$ cat config.mk
export PLATFORM = sky130hd
export DESIGN_NAME = truth_table_scanner
export DESIGN_NICKNAME = d
export VERILOG_FILES = /design/src/rtl/truth_table_scanner_pkg.sv /design/src/rtl/truth_table_scanner_settle_timer.sv /design/src/rtl/truth_table_scanner.sv
export SDC_FILE = /design/constraint.sdc
export NUM_CORES = 1
export LEC_CHECK = 0
export CORE_MARGIN = 1
export CORE_UTILIZATION = 35
export CTS_BUF_LIST = sky130_fd_sc_hd__clkbuf_4 sky130_fd_sc_hd__clkbuf_8 sky130_fd_sc_hd__clkbuf_16
export DETAILED_ROUTE_END_ITERATION = 10
export REMOVE_ABC_BUFFERS = 1
export SYNTH_ARGS = -nofsm -noshare
export SYNTH_HDL_FRONTEND = slang
export SYNTH_HIERARCHICAL = 1
export SYNTH_SLANG_ARGS = --single-unit
$ cat constraint.sdc
create_clock -name clk -period 2.5 [get_ports clk]
set_input_delay 0.5 -clock clk [delete_from_list [all_inputs] [get_ports clk]]
set_output_delay 0.5 -clock clk [all_outputs]
set_load 0.005 [all_outputs]
$ cat src/rtl/truth_table_scanner_pkg.sv
// truth_table_scanner_pkg: shared FSM encoding and default scan parameters
package truth_table_scanner_pkg;
  typedef enum logic [1:0] {
    IDLE = 2'b00,
    WAIT = 2'b01,
    DONE = 2'b10
  } state_e;
  localparam int N_IN_DEF = 4;
  localparam int SETTLE_DEF = 2;
endpackage

$ cat src/rtl/truth_table_scanner_settle_timer.sv
// truth_table_scanner_settle_timer: loadable 4-bit down-counter with zero flag
//   clk, rst_n    : clock, async active-low reset
//   load_i        : load load_value_i this edge (wins over decrement)
//   load_value_i  : value to load
//   zero_o        : count is zero; counter rests at zero
module truth_table_scanner_settle_timer
  import truth_table_scanner_pkg::*;
(
  input  logic       clk,
  input  logic       rst_n,
  input  logic       load_i,
  input  logic [3:0] load_value_i,
  output logic       zero_o
);
  logic [3:0] cnt_q, cnt_d;
  assign zero_o = cnt_q == 4'd0;
  always_comb cnt_d = load_i ? load_value_i : zero_o ? cnt_q : cnt_q - 4'd1;
  always_ff @(posedge clk or negedge rst_n)
    if (!rst_n) cnt_q <= 4'd0;
    else cnt_q <= cnt_d;
endmodule

$ cat src/rtl/truth_table_scanner.sv
// truth_table_scanner: walks all input vectors of an external circuit and records its truth table
//   clk, rst_n : clock, async active-low reset
//   start_i    : request a scan (accepted only in IDLE)
//   abcd_o     : vector driven to the circuit, MSB = A
//   f_i        : circuit output for abcd_o
//   busy_o     : scan in progress
//   done_o     : one-cycle pulse, table_o/ones_o valid
//   table_o    : bit i = F(i)
//   ones_o     : number of set bits in table_o
module truth_table_scanner
  import truth_table_scanner_pkg::*;
#(
  parameter int N_IN = N_IN_DEF,
  parameter int SETTLE = SETTLE_DEF
) (
  input  logic                   clk,
  input  logic                   rst_n,
  input  logic                   start_i,
  output logic [N_IN-1:0]        abcd_o,
  input  logic                   f_i,
  output logic                   busy_o,
  output logic                   done_o,
  output logic [(1<<N_IN)-1:0]   table_o,
  output logic [N_IN:0]          ones_o
);
  state_e state_q, state_d;
  logic [N_IN-1:0] abcd_q, abcd_d;
  logic [(1<<N_IN)-1:0] table_q, table_d;
  logic [N_IN:0] ones_q, ones_d;
  logic busy_q, busy_d, done_q, done_d;
  logic load, zero;
  truth_table_scanner_settle_timer u_timer (
    .clk          (clk),
    .rst_n        (rst_n),
    .load_i       (load),
    .load_value_i (4'(SETTLE)),
    .zero_o       (zero)
  );
  always_comb begin
    state_d = state_q;
    abcd_d  = abcd_q;
    table_d = table_q;
    ones_d  = ones_q;
    busy_d  = busy_q;
    done_d  = 1'b0;
    load    = 1'b0;
    case (state_q)
      IDLE: if (start_i) begin
        state_d = WAIT;
        abcd_d  = '0;
        table_d = '0;
        ones_d  = '0;
        busy_d  = 1'b1;
        load    = 1'b1;
      end
      WAIT: if (zero) begin
        table_d[abcd_q] = f_i;
        ones_d = ones_q + (N_IN+1)'(f_i);
        if (abcd_q == {N_IN{1'b1}}) begin
          state_d = DONE;
          busy_d  = 1'b0;
          done_d  = 1'b1;
        end else begin
          abcd_d = abcd_q + N_IN'(1);
          load   = 1'b1;
        end
      end
      DONE: begin
        state_d = IDLE;
        abcd_d  = '0;
      end
      default: state_d = IDLE;
    endcase
  end
  always_ff @(posedge clk or negedge rst_n)
    if (!rst_n) begin
      state_q <= IDLE;
      abcd_q  <= '0;
      table_q <= '0;
      ones_q  <= '0;
      busy_q  <= 1'b0;
      done_q  <= 1'b0;
    end else begin
      state_q <= state_d;
      abcd_q  <= abcd_d;
      table_q <= table_d;
      ones_q  <= ones_d;
      busy_q  <= busy_d;
      done_q  <= done_d;
    end
  assign abcd_o  = abcd_q;
  assign busy_o  = busy_q;
  assign done_o  = done_q;
  assign table_o = table_q;
  assign ones_o  = ones_q;
endmodule

==> metrics.cfg <==
[floorplan]
rows=26
die-area_um2=5560
die_y_um=74.6
die_x_um=74.6
start_util_pct=36.3
coreArea_um2=5070
top_level_ports=31

[power_and_ir_drop]
seq_power_share_pct=37.9
pwr_density_cell_nw_per_um2=954
peakVddDrop_v=0.000403
clockPowerShare_pct=18.4
p_sw_w=0.000813
p_leak_nw=0.979
p_int_w=0.00140
combPwrFrac_pct=43.6
p_sw_share_pct=36.7

[clock_tree]
post_cts_resize_count=0
path_clk_slew_ps=60
cts_max_level=2
holdBufCountCts=0
post_cts_buffers=0
clockBufferDepth=2
cts_tree=done
cts_root_buffer=clkbuf_8
clk_latency_ps=280
numCtsBuffers=5
clock-sinks=33

[drt]
vias_per_cell=5.23
wire_per_inst_um=14.5
vias=1465
drc=0
first_pass_iters=4
wl_um=4050
drtAntennaViolNets=0
initialDrtViolationCount=121

[min_path]
worst_hold_startpoint=ones_o[4]
hold_class=reg -> reg

[synth]
syn_area_um2=1840
avgSynthCellArea_um2=10.5
synth_edf_count=0
synth-main-ff-cell=dfrtp_1
yosysUniqueCellTypes=46
ys_ff_latch=33
synthCells=176
yosysSeqAreaShare_pct=44.8
post-synth-top-area-fraction_pct=44.8
yosys_warnings=6
netlist_top_cells_area=dfrtp_1 (45%), mux2i_1 (4.9%), ha_1 (4.8%), nand2_1 (3.5%), a211o_1 (3.3%)
yosysTopAreaCell=dfrtp_1
async_flop_share_pct=100

[placement]
hpwlAfterDp_um=2730
gp_congestion=0.730
port_buffers=30

[critical_path]
worstSetupEndpointType=flop
critPathLaunch=u_timer/cnt_q[0]
reg2reg_from=u_timer/cnt_q[0]
critical_path_class=reg -> reg
worstPathMaxFanout=8
worst_ep_required_time_ps=2660
cp.arrival_ps=2330
startpoint_type=flop
rrSetupSlack_ps=330

[timing]
min_period_over_period_pct=86.9
slew_viol_final=0
fmax_mhz=460
rsz0062_at_grt=false
fin_setup_tns_ps=0
hold_ws_ps=469
fin_skew_ps=3.04
setup_violations=0
final_hold_viol_count=0
final.min_clock_period_ps=2170

[final_layout]
fillerInstances=515
syn2layout_area_growth_pct=26.0
regArea_um2=826
utilization_pct=45.8
drive_gt1_share_pct=11.4
num_antenna_cells=0
layout_commonest_cell=dfrtp_1
multi_input_area_um2=932
fin_nets=221
layout_common_cells=dfrtp_1 (33), clkdlybuf4s50_1 (30), nand2_1 (17), o21ai_0 (11)

[global_routing]
grt_pass1_wl_um=6670
grt_pass1_vias=1385
antenna_found_initial=0
grt_max_degree=34
grt_util_all_layers_pct=15.9
grt_overflow=0

[status]
status=complete, no violations

[job]
maxCapViolCount=0

sequential cells by signal (all words and copies together), names as in the netlist:
name / flops
table_o: 16
ones_o: 5
abcd_o: 4
u_timer/cnt_q: 4
state_q: 2
busy_o: 1
done_o: 1
critical path, stage by stage, from the launching register on:
cell and delay, ps:
dfrtp_1 380, inv_1 90, ha_1 210, nor3b_4 330, and3b_1 300, nand2_1 110, nand2_1 220, nor3_1 80
a221o_1 330
layout make-up:
cell class / instances / area share, %
multi-input cells: 124 / 40.1
flip-flops and latches: 33 / 35.6
repair buffers: 37 / 15.2
clock buffers: 7 / 3.88
well taps: 70 / 3.77
inverters: 9 / 1.45
through the flow:
stage,worst slack [ps],power [W],instances,instance area [um2]
6_report,328,0.00222,280,2320
5_1_grt,167,0.00240,280,2320
4_1_cts,334,0.00225,280,2320
3_5_place_dp,238,0.00182,273,2230
3_3_place_gp,270,0.00180,273,2230
2_1_floorplan,476,0.00139,166,1790
cell families (layout without fill, tap and decap cells):
logic type,after synthesis,count (layout),share of synthesized area (%)
AND/OR/NAND/NOR,58,58,20.6
AO/OA/AOI/OAI,42,42,17.2
flip-flops,33,33,44.8
buffers and inverters,21,53,5.02
multiplexers,11,11,6.25
adder cells (fa/ha/maj),7,7,4.75
other,2,4,0.407
XOR/XNOR,2,2,0.951
path summary, 6_finish.rpt:
check	cells past startpoint	to
worst max-delay path	8	u_timer/cnt_q[3]
worst min-delay path	1	ones_o[4]
worst max register to register	8	u_timer/cnt_q[3]
worst min register to register	1	ones_o[4]
max in group asynchronous	2	state_q[0]
min in group asynchronous	2	ones_o[2]
cell usage after synthesis (4+ instances only):
master	n
mux2i_1	9
o41ai_1	4
nand3b_1	4
ha_1	7
nand3_1	6
o21ai_0	11
a22o_1	7
buf_2	8
inv_1	9
dfrtp_1	33
a211o_1	7
nand2_1	17
o311ai_0	5
layer usage:
| metal | GRT usage (%) | vias up | share of wire [%] |
|---|---|---|---|
| li1 | - | 716 | - |
| met1 | 20.9 | 710 | 47 |
| met2 | 25.7 | 35 | 47 |
| met3 | 3.79 | 4 | 4.7 |
| met4 | 5.03 | 0 | 0.99 |
| met5 | 0 | - | 0 |
power by group through the flow:
stage | clock, W | combinational, W | sequential [W]
4_1_cts | 0.000428 | 0.000978 | 0.000844
3_3_place_gp | 0 | 0.000950 | 0.000846
5_1_grt | 0.000444 | 0.00109 | 0.000869
2_1_floorplan | 0 | 0.000555 | 0.000835
3_5_place_dp | 0 | 0.000967 | 0.000849
6_report | 0.000409 | 0.000967 | 0.000841
No activity file was read; power rests on OpenSTA's default activity.
==> variant: new RTL, same flow settings <==
`N_IN_DEF`: 4 -> 3.
--- a/src/rtl/truth_table_scanner_pkg.sv
+++ b/src/rtl/truth_table_scanner_pkg.sv
@@ -6,5 +6,5 @@
     DONE = 2'b10
   } state_e;
-  localparam int N_IN_DEF = 4;
+  localparam int N_IN_DEF = 3;
   localparam int SETTLE_DEF = 2;
 endpackage
Ports: changed (resized abcd_o, ones_o and table_o); port bits go from 31 to 21. No check against the original RTL was run, so the function may have changed too.
==> variant against the unedited design <==
- utilization fell by 0.37 points
- wire length down 36%
- hold slack improved by 43 ps
- worst setup slack better by 24 ps
- area after synthesis fell by 31%
- cell count shrank 31%
- clock power shrank 58%
- total power is 23% lower
- clock skew increased by 6.9 ps
- sequential share of layout area up 1.6 points
- final area is 33% lower
- synthesized cell count fell by 30%
- sequential cell count fell by 10
- largest power group unchanged
==> variant: results (changes against the unedited design) <==
Run status
  – Status: finished clean (unchanged)

Pwr
  – IR drop worst, VDD: 0.581 mV (was 0.403 mV)
  – Lkg Pwr: 0.665 nW (was 0.979 nW)

Global route
  – Number of global-route vias before repair: 972 (was 1385)
  – GR Util met3: 4.04% (was 3.79%)
  – Global-route wire length before repair: 4.52 mm (was 6.67 mm)
  – Met1 Use GR: 18.4% (was 20.9%)
  – Grt met2 use: 24.7% (was 25.7%)
  – GR Util All Layers: 14.9% (was 15.9%)
  – Pin count of the biggest net entering global routing: 24 (was 34)

Clock tree
  – CTS root buf: clkbuf_4 (was clkbuf_8)
  – CTS resizes: 0 (unchanged)
  – Clk sinks: 23 (was 33)
  – CTS clk-pin slew, worst paths: 130 ps (was 60 ps)
  – Skew-Pair Late Insertion Delay: 320 ps (was 280 ps)
  – H-tree Lvls: 1 (was 2)

Worst setup path
  – WP data arrival: 2360 ps (was 2330 ps)
  – Crit path from: u_timer/cnt_q[0] (unchanged)
  – Crit path max fanout: 8 (unchanged)
  – Cell family with most CP delay: simple AND/OR/NAND/NOR gates (unchanged)
  – Crit path capture: u_timer/cnt_q[3] (unchanged)
  – R2R Setup Slk: 350 ps (was 330 ps)

Yosys
  – Synth Area in Adders: 4.92% (was 4.75%)
  – Register area share after synthesis: 45.2% (was 44.8%)
  – Synth cell count leaders: dfrtp_1, nand2_1, inv_1 (was dfrtp_1, nand2_1, o21ai_0)
  – Complex-gate fraction of the synthesized area: 14.7% (was 17.2%)
  – Number of library cell types mapped by synthesis: 41 (was 46)
  – Xor and xnor fraction of the mapped netlist area: 1.38% (was 0.950%)
  – Post-Synthesis Cells: 123 (was 176)
  – Mux contribution to synthesized area: 7.47% (was 6.25%)

Final layout
  – Register area: 576 um^2 (was 826 um^2)
  – Layout cells sized above 1: 11.6% (was 11.4%)
  – Clock buf/inv share: 1.78% (was 3.88%)
  – Max reg flops: 8 (was 16)
  – CLK BUF: 3 (was 7)
  – Buffering overhead: 14.9% (was 15.2%)
  – Non-Clock Buffer Count: 24 (was 37)
  – Fin cells: 192 (was 280)
  – Fraction of area in multi-input gates: 40.4% (was 40.1%)
  – Fillers: 325 (was 515)
  – Multi-input logic cell count: 86 (was 124)

Routing
  – Drt total wl: 2.58 mm (was 4.05 mm)
  – Post-Route M1 WL: 1.20 mm (was 1.90 mm)
  – Met3 wire len: 110 um (was 189 um)
  – Initial DRC count: 26 (was 121)
  – Routed met2 length: 1.25 mm (was 1.92 mm)
  – Vias per Instance: 5.08 (was 5.23)

Hold path
  – WHS Endpoint: ones_o[3] (was ones_o[4])
  – Critical hold path startpoint: ones_o[3] (was ones_o[4])

Placement
  – Dpl cells: 188 (was 273)
  – Gpl congestion: 0.827 (was 0.730)
  – IO buf count: 20 (was 30)

Timing
  – Skew final: 9.90 ps (was 3.04 ps)
-- variant: cell count changes after synthesis, moves of 3 or more --
cell / before / now
dfrtp_1: 33 / 23
o21ai_0: 11 / 2
a211o_1: 7 / 0
a22o_1: 7 / 0
buf_2: 8 / 3
nand2_1: 17 / 12
o21ai_1: 1 / 6
o311ai_0: 5 / 0
o41ai_1: 4 / 0
nand4_1: 3 / 0
nor4b_2: 3 / 0
-- variant: per-stage QoR --
step	power, mW	instance area (um^2)	hold slack (ps)	worst slack (ps)	utilization [%]
after floorplan	1.17	1230	204	97.3	-
after global placement	1.51	1520	489	266	44.6
after detailed placement	1.54	1520	493	199	44.6
after CTS	1.72	1550	515	363	45.4
after global routing	1.86	1550	542	169	45.4
final	1.70	1550	512	352	45.4
-- variant: report_power, final --
part	total (mW)	leakage, nW	switching [mW]	internal [mW]
Sequential	0.671	0.288	0.163	0.508
Combinational	0.856	0.360	0.393	0.462
Clock	0.173	0.0177	0.113	0.0600
